`config.mk`:
```
export PLATFORM = sky130hd
export DESIGN_NAME = morse_symbol_sequencer_flat
export DESIGN_NICKNAME = d
export VERILOG_FILES = /design/src/rtl/morse_symbol_sequencer_pkg.sv /design/src/rtl/morse_symbol_sequencer_if.sv /design/src/rtl/morse_symbol_sequencer_decode_rom.sv /design/src/rtl/morse_symbol_sequencer.sv /design/src/flat_wrapper.sv
export SDC_FILE = /design/constraint.sdc
export NUM_CORES = 1
export LEC_CHECK = 0
export CAP_MARGIN = 40
export CORE_UTILIZATION = 40
export DETAILED_ROUTE_END_ITERATION = 10
export MAX_ROUTING_LAYER = met4
export PLACE_DENSITY = 0.68
export SETUP_SLACK_MARGIN = 0.05
export SLEW_MARGIN = 20
export SYNTH_ARGS = -nofsm -noshare
export SYNTH_HDL_FRONTEND = slang
export SYNTH_HIERARCHICAL = 1
export SYNTH_SLANG_ARGS = --single-unit
```
`constraint.sdc`:
```
create_clock -name clk -period 3.6 [get_ports clk]
set_clock_uncertainty 0.1 [all_clocks]
set_input_delay 0.72 -clock clk [delete_from_list [all_inputs] [get_ports clk]]
set_output_delay 0.72 -clock clk [all_outputs]
set_load 0.1 [all_outputs]
```
`src/rtl/morse_symbol_sequencer_pkg.sv`:
```
// morse_symbol_sequencer_pkg: shared FSM states and character constants for the Morse sequencer
package morse_symbol_sequencer_pkg;
  typedef enum logic [2:0] {
    IDLE,
    SETTLE,
    CAPTURE,
    WAIT_CLR,
    EMIT_CHAR,
    EMIT_SPACE
  } state_e;
  localparam logic [2:0] MORSE_MAX_ELEMS = 3'd6;
  localparam logic [7:0] ASCII_SPACE = 8'h20;
  localparam logic [7:0] ASCII_QMARK = 8'h3F;
endpackage

```
`src/rtl/morse_symbol_sequencer_if.sv`:
```
// morse_symbol_sequencer_if: timing-block event handshake plus ready/valid character stream
//  master (sequencer): drives read, out_data, out_valid; receives dot/dash/interchar/interword/writing, out_ready
//  slave  (environment): the reverse
interface morse_symbol_sequencer_if;
  logic       dot;
  logic       dash;
  logic       interchar;
  logic       interword;
  logic       writing;
  logic       read;
  logic [7:0] out_data;
  logic       out_valid;
  logic       out_ready;
  modport master (
    input  dot, dash, interchar, interword, writing, out_ready,
    output read, out_data, out_valid
  );
  modport slave (
    output dot, dash, interchar, interword, writing, out_ready,
    input  read, out_data, out_valid
  );
endinterface

```
`src/rtl/morse_symbol_sequencer_decode_rom.sv`:
```
// morse_symbol_sequencer_decode_rom: combinational Morse pattern to ASCII lookup (A-Z, 0-9)
//  len_i   element count; bits_i pattern right-aligned, first element in bit len_i-1 (dash=1)
//  hit_o   pattern recognised; ascii_o decoded character (0 on miss)
module morse_symbol_sequencer_decode_rom
  import morse_symbol_sequencer_pkg::*;
(
  input  logic [2:0] len_i,
  input  logic [5:0] bits_i,
  output logic       hit_o,
  output logic [7:0] ascii_o
);
  always_comb begin
    hit_o = 1'b1;
    ascii_o = 8'h00;
    case ({len_i, bits_i})
      {3'd1, 6'b000000}: ascii_o = "E";
      {3'd1, 6'b000001}: ascii_o = "T";
      {3'd2, 6'b000000}: ascii_o = "I";
      {3'd2, 6'b000001}: ascii_o = "A";
      {3'd2, 6'b000010}: ascii_o = "N";
      {3'd2, 6'b000011}: ascii_o = "M";
      {3'd3, 6'b000000}: ascii_o = "S";
      {3'd3, 6'b000001}: ascii_o = "U";
      {3'd3, 6'b000010}: ascii_o = "R";
      {3'd3, 6'b000011}: ascii_o = "W";
      {3'd3, 6'b000100}: ascii_o = "D";
      {3'd3, 6'b000101}: ascii_o = "K";
      {3'd3, 6'b000110}: ascii_o = "G";
      {3'd3, 6'b000111}: ascii_o = "O";
      {3'd4, 6'b000000}: ascii_o = "H";
      {3'd4, 6'b000001}: ascii_o = "V";
      {3'd4, 6'b000010}: ascii_o = "F";
      {3'd4, 6'b000100}: ascii_o = "L";
      {3'd4, 6'b000110}: ascii_o = "P";
      {3'd4, 6'b000111}: ascii_o = "J";
      {3'd4, 6'b001000}: ascii_o = "B";
      {3'd4, 6'b001001}: ascii_o = "X";
      {3'd4, 6'b001010}: ascii_o = "C";
      {3'd4, 6'b001011}: ascii_o = "Y";
      {3'd4, 6'b001100}: ascii_o = "Z";
      {3'd4, 6'b001101}: ascii_o = "Q";
      {3'd5, 6'b000000}: ascii_o = "5";
      {3'd5, 6'b000001}: ascii_o = "4";
      {3'd5, 6'b000011}: ascii_o = "3";
      {3'd5, 6'b000111}: ascii_o = "2";
      {3'd5, 6'b001111}: ascii_o = "1";
      {3'd5, 6'b010000}: ascii_o = "6";
      {3'd5, 6'b011000}: ascii_o = "7";
      {3'd5, 6'b011100}: ascii_o = "8";
      {3'd5, 6'b011110}: ascii_o = "9";
      {3'd5, 6'b011111}: ascii_o = "0";
      default: hit_o = 1'b0;
    endcase
  end
endmodule

```
`src/rtl/morse_symbol_sequencer.sv`:
```
// morse_symbol_sequencer: acknowledges Morse timing events, assembles characters, queues ASCII in a FIFO
//  clk, reset (sync, active-high); bus: master side of morse_symbol_sequencer_if
//  overflow_o  sticky, an entry was dropped on a full FIFO; err_count_o saturating undecodable count
//  Define MORSE_ERR_CHAR_EN to emit '?' for undecodable characters instead of dropping them.
module morse_symbol_sequencer
  import morse_symbol_sequencer_pkg::*;
#(
  parameter int FIFO_DEPTH = 4,
  parameter int ERR_CNT_W  = 8
) (
  input  logic                    clk,
  input  logic                    reset,
  morse_symbol_sequencer_if.master bus,
  output logic                    overflow_o,
  output logic [ERR_CNT_W-1:0]    err_count_o
);
  localparam int AW = $clog2(FIFO_DEPTH);
  state_e               state_q, state_d;
  logic [2:0]           len_q, len_d;
  logic [5:0]           bits_q, bits_d;
  logic                 gap_q, gap_d, word_q, word_d;
  logic [7:0]           mem_q [FIFO_DEPTH];
  logic [AW-1:0]        wr_q, rd_q;
  logic [AW:0]          cnt_q;
  logic                 overflow_q;
  logic [ERR_CNT_W-1:0] err_q;
  logic                 hit, bad, push, do_push, pop, err_inc;
  logic [7:0]           ascii, push_data;
  morse_symbol_sequencer_decode_rom u_rom (
    .len_i  (len_q),
    .bits_i (bits_q),
    .hit_o  (hit),
    .ascii_o(ascii)
  );
  always_comb begin
    state_d = state_q;
    len_d = len_q;
    bits_d = bits_q;
    gap_d = gap_q;
    word_d = word_q;
    push = 1'b0;
    push_data = ASCII_SPACE;
    err_inc = 1'b0;
    bad = len_q > MORSE_MAX_ELEMS || !hit;
    case (state_q)
      IDLE: state_d = bus.writing ? SETTLE : IDLE;
      SETTLE: state_d = CAPTURE;
      CAPTURE: begin
        gap_d = bus.interchar | bus.interword;
        word_d = bus.interword;
        if (bus.dot | bus.dash) begin
          bits_d = {bits_q[4:0], bus.dash};
          len_d = (len_q == 3'd7) ? len_q : len_q + 3'd1;
        end
        state_d = WAIT_CLR;
      end
      WAIT_CLR: state_d = bus.writing ? WAIT_CLR : (gap_q ? EMIT_CHAR : IDLE);
      EMIT_CHAR: begin
        if (len_q != 3'd0) begin
          err_inc = bad;
`ifdef MORSE_ERR_CHAR_EN
          push = 1'b1;
          push_data = bad ? ASCII_QMARK : ascii;
`else
          push = !bad;
          push_data = ascii;
`endif
        end
        len_d = 3'd0;
        bits_d = 6'd0;
        state_d = (word_q && len_q != 3'd0) ? EMIT_SPACE : IDLE;
      end
      EMIT_SPACE: begin
        push = 1'b1;
        state_d = IDLE;
      end
      default: state_d = IDLE;
    endcase
  end
  // A push into a full FIFO still lands when the head leaves in the same cycle.
  assign pop = bus.out_valid & bus.out_ready;
  assign do_push = push & (!cnt_q[AW] | pop);
  assign bus.read = state_q == CAPTURE;
  assign bus.out_valid = cnt_q != '0;
  assign bus.out_data = bus.out_valid ? mem_q[rd_q] : 8'h00;
  assign overflow_o = overflow_q;
  assign err_count_o = err_q;
  always_ff @(posedge clk) begin
    if (reset) begin
      state_q <= IDLE;
      len_q <= 3'd0;
      bits_q <= 6'd0;
      gap_q <= 1'b0;
      word_q <= 1'b0;
      wr_q <= '0;
      rd_q <= '0;
      cnt_q <= '0;
      overflow_q <= 1'b0;
      err_q <= '0;
    end else begin
      state_q <= state_d;
      len_q <= len_d;
      bits_q <= bits_d;
      gap_q <= gap_d;
      word_q <= word_d;
      wr_q <= do_push ? wr_q + 1'b1 : wr_q;
      rd_q <= pop ? rd_q + 1'b1 : rd_q;
      cnt_q <= cnt_q + (AW+1)'(do_push) - (AW+1)'(pop);
      overflow_q <= overflow_q | (push & !do_push);
      err_q <= (err_inc && !(&err_q)) ? err_q + 1'b1 : err_q;
    end
  end
  always_ff @(posedge clk) begin
    if (do_push) mem_q[wr_q] <= push_data;
  end
endmodule

```
`src/flat_wrapper.sv`:
```
// flat-port wrapper written by rule: the top's interface ports become plain ports
module morse_symbol_sequencer_flat import morse_symbol_sequencer_pkg::*;
#(
  parameter int FIFO_DEPTH = 4,
  parameter int ERR_CNT_W  = 8
)
  (clk, reset, overflow_o, err_count_o, bus_dot, bus_dash, bus_interchar, bus_interword, bus_writing, bus_out_ready, bus_read, bus_out_data, bus_out_valid);
  morse_symbol_sequencer_if bus_i ();
  input  logic clk;
  input  logic reset;
  output logic overflow_o;
  output logic [ERR_CNT_W-1:0] err_count_o;
  input wire logic [$bits(bus_i.dot)-1:0] bus_dot;
  input wire logic [$bits(bus_i.dash)-1:0] bus_dash;
  input wire logic [$bits(bus_i.interchar)-1:0] bus_interchar;
  input wire logic [$bits(bus_i.interword)-1:0] bus_interword;
  input wire logic [$bits(bus_i.writing)-1:0] bus_writing;
  input wire logic [$bits(bus_i.out_ready)-1:0] bus_out_ready;
  output wire logic [$bits(bus_i.read)-1:0] bus_read;
  output wire logic [$bits(bus_i.out_data)-1:0] bus_out_data;
  output wire logic [$bits(bus_i.out_valid)-1:0] bus_out_valid;
  assign bus_i.dot = bus_dot;
  assign bus_i.dash = bus_dash;
  assign bus_i.interchar = bus_interchar;
  assign bus_i.interword = bus_interword;
  assign bus_i.writing = bus_writing;
  assign bus_i.out_ready = bus_out_ready;
  assign bus_read = bus_i.read;
  assign bus_out_data = bus_i.out_data;
  assign bus_out_valid = bus_i.out_valid;
  morse_symbol_sequencer #(.FIFO_DEPTH(FIFO_DEPTH), .ERR_CNT_W(ERR_CNT_W)) u_core (.clk(clk), .reset(reset), .bus(bus_i), .overflow_o(overflow_o), .err_count_o(err_count_o));
endmodule
```
==> reports/results.ini, run 1 <==
[critical_path]
cp_cell_sequence = or2b_4 > or3_4 > o22ai_4 > nand4b_1 > or4_1 > inv_2 > o41ai_4 > and2b_4 > inv_2 > ha_4 > inv_2 > ha_4 > inv_2 > fa_2 > xor2_1 > xnor2_1 > nor2_1
r2r-start = u_core/len_q[1]$_SDFFE_PP0P_
setup.worst_path.end_class = register
startpoint_type = register
regToRegSetupSlack_ns = 0.14
crit_slowest_cell = or3_4
slowest_delay_ns = 0.39
path_buf_inv = 4
cp-startpoint = u_core/len_q[1]$_SDFFE_PP0P_
path_delay_family = simple AND/OR/NAND/NOR gates
crit_type = reg2reg
cp_max_fo = 3
crit_top_cell = inv_2
cp_data_arrival_time_ns = 3.56
worstPathRequired_ns = 3.71

[synthesis]
ys_types = 69
syn-cell-area_mm2 = 0.00362
synth_nets = 369
synth_ff_type = edfxtp_1
async_flop_share = 0
ys_warn_count = 6
seq_area_frac_synth = 0.443
ys_ff_latch = 64
avgSynthCellArea_um2 = 10.4
synth_edf_count = 32
syn_inst = 349

[clock_network]
cts_tree = built
cts_made_buffers = 9
cts_max_level = 3
clk_pin_slew_ns = 0.07
cts_max_path_buffers = 2
cts-root-buf = clkbuf_8
cts_sinks = 64
insertion_delay_ns = 0.33
hold_buffers = 0

[routing]
ant_nets = 0
vias = 2796
routedWlPerCell_um = 15.1
detailedRoute.firstPassIterationCount = 5
first_iter_violations = 213
viasPerCell = 5.40
drt_drc_violations_left = 0
routed_wl_um = 7850

[floorplan]
start_util = 0.415
ios = 27
die_y_um = 97.1
die_area_mm2 = 0.00942
rows = 34
core_area_mm2 = 0.00872
die_w_um = 97.1

[run_status]
status = finished clean

[finish]
multi_input_area_mm2 = 0.00187
antennaDiodeCount = 0
area_growth_pct = 24.7
utilization = 0.517
final-instance-count-excl-fill = 518
drive_above_1_share = 0.276
fillerInstances = 757
nets = 425
seqCellArea_mm2 = 0.00161

[placement]
dp_cells = 500
dp_hpwl_um = 5660
port_buffers = 26
gp_congestion = 0.874

[sta]
fin_crit_sh = 0.960
holdWs_ns = 0.373
relSlewSlack = 0.516
fmax_mhz = 289
worstMarginPinSlew_ns = 0.725
rsz0062_at_grt = yes
finalSetupViolCount = 0
final_hold_viol_count = 0
finalMaxSlewViolations = 0
finalCriticalPeriod_ns = 3.46

[power]
p_leak_nw = 1.67
pwr_density_cell_mw_per_mm2 = 511
worst_ir_drop_vdd_v = 0.000330

[global_routing]
grt_pass1_vias = 2739
antenna_found_initial = 0
grt_use_total = 0.177
grt_max_degree = 18
overflow = 0
grt_pass1_wl_um = 13100

[run]
maxCapViolCount = 0

[hold_path]
min_path_type = reg2reg
hp-start = u_core/overflow_o$_SDFF_PP0_

per-stage QoR:
stage / setup WS [ns] / instance area, um2 / setup TNS (ns) / total power, mW
6_report: 0.143 / 4510 / 0 / 2.31
5_1_grt: -0.0548 / 4510 / -0.0548 / 2.40
4_1_cts: 0.0671 / 4420 / 0 / 2.30
3_3_place_gp: 0.0126 / 4080 / 0 / 1.54
3_5_place_dp: 0.0146 / 4170 / 0 / 1.55
2_1_floorplan: 0.0726 / 3620 / 0 / 1.42
metal layers:
| layer | GRT usage | vias up | part of all wire |
|---|---|---|---|
| met3 | 0.0381 | 13 | 0.045 |
| met4 | 0.0574 | 0 | 0.012 |
| met1 | 0.229 | 1317 | 0.47 |
| li1 | - | 1382 | - |
| met5 | - | - | 0 |
| met2 | 0.277 | 84 | 0.47 |
where the power goes:
group,total [mW],leakage (nW),internal (mW),switching (mW)
Clock,0.748,0.117,0.461,0.287
Combinational,0.707,1.01,0.221,0.485
Sequential,0.851,0.540,0.792,0.0584
Total,2.31,1.67,1.47,0.831
final timing paths:
check / to / depth (start not counted)
setup / recovery: u_core/cnt_q[2]$_SDFF_PP0_ / 17
hold / removal: u_core/overflow_o$_SDFF_PP0_ / 2
setup reg to reg: u_core/cnt_q[2]$_SDFF_PP0_ / 17
hold reg to reg: u_core/overflow_o$_SDFF_PP0_ / 2
flip-flops by register name, indices dropped and copies added, names as in the netlist, named ones only:
| signal | count |
|---|---|
| u_core/len_q | 3 |
| u_core/err_count_o | 8 |
| u_core/word_q | 1 |
| u_core/overflow_o | 1 |
| u_core/mem_q | 32 |
| u_core/rd_q | 2 |
| u_core/wr_q | 2 |
| u_core/state_q | 3 |
| u_core/bits_q | 6 |
| u_core/gap_q | 1 |
| u_core/cnt_q | 3 |
tightest hold or removal path, cell delays in order, from the launching register on:
cell and delay (ns):
dfxtp_1 0.33, a21oi_1 0.04, nor2_1 0.07
cell usage in the layout, fill, tap and decap left out, drive strengths merged, types with 4 or more instances in the layout:
cell / instances
dfxtp: 32
or3: 7
clkbuf: 9
a21oi: 18
nor3: 6
nor2b: 9
and2: 20
clkdlybuf4s50: 13
nor3b: 4
edfxtp: 32
nor4: 5
nand4: 4
nand2: 14
or4: 5
nand2b: 8
nor2: 38
xnor2: 4
mux4: 8
xor2: 4
nand3: 8
mux2i: 13
inv: 15
buf: 55
nand3b: 4
ha: 11
o21ai: 13
cells in the mapped netlist (3+ instances only):
cell type / count / share of area
nor2_1: 37 / 0.038
dfxtp_1: 32 / 0.18
edfxtp_1: 32 / 0.27
and2_1: 20 / 0.035
a21oi_1: 18 / 0.025
nand2_1: 14 / 0.015
inv_1: 13 / 0.013
mux2i_1: 13 / 0.036
o21ai_0: 12 / 0.017
ha_1: 11 / 0.038
buf_6: 8 / 0.025
mux4_2: 8 / 0.050
nand2b_1: 8 / 0.014
nand3_1: 8 / 0.011
clkbuf_1: 7 / 0.0073
nor2b_1: 7 / 0.012
or3_1: 6 / 0.010
buf_2: 5 / 0.0069
nor3_1: 5 / 0.0069
nor4_1: 5 / 0.0087
or4_1: 5 / 0.010
nand3b_1: 4 / 0.0083
nand4_1: 4 / 0.0069
xnor2_1: 4 / 0.0097
xor2_1: 4 / 0.0097
a211oi_1: 3 / 0.0062
o31ai_1: 3 / 0.0062
cells by family after synthesis:
kind of cell | count (synthesis) | synth area share
other cells | 1 | 0.00104
simple gates | 146 | 0.234
fa+ha+maj | 13 | 0.0464
buf+inv | 37 | 0.0599
mux | 22 | 0.0900
compound gates | 58 | 0.107
xor+xnor | 8 | 0.0194
flops | 64 | 0.443
repair_timing:
action	in CTS	in global routing
pin swaps	1	8
endpoints found under the setup margin	1	1
setup buffers	0	2
gates resized for setup	2	20
area by class of cell:
type / count / share of cell area
flip-flops and latches: 64 / 0.357
well taps: 108 / 0.0300
clock inverters: 7 / 0.0264
clock buffers: 9 / 0.0275
repair buffers: 68 / 0.133
multi-input cells: 248 / 0.414
inverters: 14 / 0.0117
Power figures use the tool's default switching activity.
==> inputs of run 2 (changes only) <==
Settings changed: GPL_TIMING_DRIVEN set to 0, SLEW_MARGIN 20 to 10.
==> run 2 against run 1 <==
Routed wire length up 0.11%. Sequential power fell by 3.8%. Hold slack improved by 0.037 ns. Sequential share of layout area shrank 1.2 points. Global-route usage grew 0.27 points. First-iteration DRC count fell by 40%. Via count up 2.5%. Critical path type unchanged. Largest cell class unchanged.
==> reports/results.ini, run 2 (synthesis gave the netlist of run 1 again) <==
[clock_network]
insertion_delay_ns = 0.33  ; about the same
cts-root-buf = clkbuf_8
hold_buffers = 0  ; unchanged
cts_max_level = 3  ; unchanged
cts_max_path_buffers = 2  ; unchanged
clk_pin_slew_ns = 0.07  ; about the same
cts_made_buffers = 9  ; unchanged
cts_tree = built
cts_sinks = 64  ; unchanged

[global_routing]
grt_pass1_vias = 2762  ; +0.84%
overflow = 0  ; unchanged
antenna_found_initial = 0  ; unchanged
grt_max_degree = 13  ; -5
grt_pass1_wl_um = 13300  ; +1.3%
grt_use_total = 0.180  ; +0.00272

[routing]
detailedRoute.firstPassIterationCount = 4  ; -1
vias = 2866  ; +2.5%
drt_drc_violations_left = 0  ; unchanged
viasPerCell = 5.42  ; +0.37%
routed_wl_um = 7860  ; +0.11%
ant_nets = 0  ; unchanged
routedWlPerCell_um = 14.9  ; -2.0%
first_iter_violations = 127  ; -40%

[hold_path]
hp-start = u_core/err_count_o[1]$_SDFFE_PP0P_
min_path_type = reg2reg

[placement]
dp_cells = 501  ; +0.20%
gp_congestion = 0.909  ; +4.0%
port_buffers = 25  ; -3.8%
dp_slack_ns = -0.399  ; -0.414 ns
dp_hpwl_um = 5570  ; -1.7%
place_area_mm2 = 0.00429  ; +2.7%

[floorplan]
die_y_um = 97.1  ; unchanged
die_area_mm2 = 0.00942  ; unchanged
core_area_mm2 = 0.00872  ; unchanged
ios = 27  ; unchanged
rows = 34  ; unchanged
start_util = 0.415  ; unchanged
die_w_um = 97.1  ; unchanged

[power]
pwr_density_cell_mw_per_mm2 = 509  ; -0.35%
p_leak_nw = 1.71  ; +2.3%
worst_ir_drop_vdd_v = 0.000459  ; +39%

[finish]
layout_commonest_cell = nor2_1
drive_above_1_share = 0.252  ; -0.0238
largest_reg_flops = 32  ; unchanged
multi_input_area_mm2 = 0.00187  ; +0.27%
design_area_mm2 = 0.00469  ; +3.9%
area_growth_pct = 29.6
regMostFlops = u_core/mem_q
nets = 436  ; +2.6%
final-instance-count-excl-fill = 529  ; +2.1%
fillerInstances = 748  ; -1.2%
antennaDiodeCount = 0  ; unchanged
seqCellArea_mm2 = 0.00162  ; +0.31%
layout_common_cells = 36 x nor2_1, 32 x edfxtp_1, 26 x dfxtp_1, 25 x clkdlybuf4s50_1, 20 x and2_1

[sta]
relSlewSlack = 0.589  ; +0.0726
final_hold_viol_count = 0  ; unchanged
rsz0062_at_grt = yes
fin_crit_sh = 0.989  ; +0.0290
finalSetupViolCount = 0  ; unchanged
fmax_mhz = 281  ; -2.9%
finalMaxSlewViolations = 0  ; unchanged
holdWs_ns = 0.411  ; +0.0372 ns
finalCriticalPeriod_ns = 3.56  ; +0.104 ns
setup_slack_ns = 0.0388  ; -0.104 ns
worstMarginPinSlew_ns = 0.611  ; -0.115 ns

[critical_path]
endpoint = u_core/cnt_q[2]$_SDFF_PP0_
cp-startpoint = u_core/bits_q[4]$_SDFFE_PP0P_
startpoint_type = register
cp_data_arrival_time_ns = 3.66  ; +0.10 ns
crit_top_cell = inv_2
crit_type = reg2reg
crit_slowest_cell = or3_4
r2r-start = u_core/bits_q[4]$_SDFFE_PP0P_
cp_cell_sequence = or2_1 > buf_6 > or3_4 > o22ai_4 > nand4b_1 > or4_1 > inv_2 > o41ai_4 > and2b_4 > inv_2 > ha_4 > inv_2 > ha_4 > inv_2 > fa_2 > xor2_1 > xnor2_1 > nor2_1
worstPathRequired_ns = 3.70  ; about the same
regToRegSetupSlack_ns = 0.04  ; -0.10 ns
rr_worst_depth = 18  ; +1
setup.worst_path.end_class = register
slowest_delay_ns = 0.38  ; about the same
cp_max_fo = 3  ; unchanged
r2r-end = u_core/cnt_q[2]$_SDFF_PP0_

[run_status]
status = finished clean

[run]
maxCapViolCount = 0  ; unchanged

[run 2: how the worst min path moves through the flow]
| stage | cells after the start | end | slack (ns) |
|---|---|---|---|
| after floorplan | 2 | u_core/state_q[2]$_SDFF_PP0_ | 0.38 |
| after global placement | 2 | u_core/overflow_o$_SDFF_PP0_ | 0.37 |
| after detailed placement | 2 | u_core/err_count_o[1]$_SDFFE_PP0P_ | 0.40 |
| after CTS | 2 | u_core/err_count_o[1]$_SDFFE_PP0P_ | 0.41 |
| after global routing | 2 | u_core/gap_q$_SDFFE_PP0P_ | 0.43 |
| final | 2 | u_core/err_count_o[1]$_SDFFE_PP0P_ | 0.41 |
[run 2: area by class of cell]
type | instances | share of cell area
flip-flops and latches | 64 | 0.345
clock inverters | 7 | 0.0200
plain buffers | 23 | 0.0355
clock buffers | 9 | 0.0264
well taps | 108 | 0.0288
multi-input cells | 248 | 0.399
inverters | 14 | 0.0112
repair buffers | 56 | 0.134
[run 2: power by group]
group | switching (mW) | internal [mW]
Clock | 0.279 | 0.390
Combinational | 0.540 | 0.359
Sequential | 0.0288 | 0.790
[run 2: timing repair]
action                     4_1_cts  5_1_grt
setup endpoints to repair        2        2
pin swaps                        5        8
resized for setup               17        9
setup buffers                    7        5
[run 2: metal layers]
| metal | GRT usage | routed length (um) | vias up |
|---|---|---|---|
| met5 | - | 0 | - |
| met3 | 0.0496 | 404 | 6 |
| li1 | - | - | 1399 |
| met1 | 0.231 | 3560 | 1362 |
| met2 | 0.283 | 3840 | 99 |
| met4 | 0.0425 | 52 | 0 |
[run 2: worst max-delay path, delay by kind of cell, from the launching register on]
family,cells,cell delay [ns]
adder cells (fa/ha/maj),3,0.66
XOR/XNOR,2,0.29
buffers and inverters,5,0.30
flip-flops,1,0.34
AND/OR/NAND/NOR,6,1.19
AO/OA/AOI/OAI,2,0.56
[run 2: through the flow]
stage / TNS, ns / util / power, mW
detailed placement: -0.590 / 0.492 / 1.72
global placement: -0.786 / 0.459 / 1.55
finish: 0 / 0.537 / 2.39
CTS: 0 / 0.529 / 2.39
floorplan: 0 / - / 1.42
global route: -0.0823 / 0.537 / 2.50
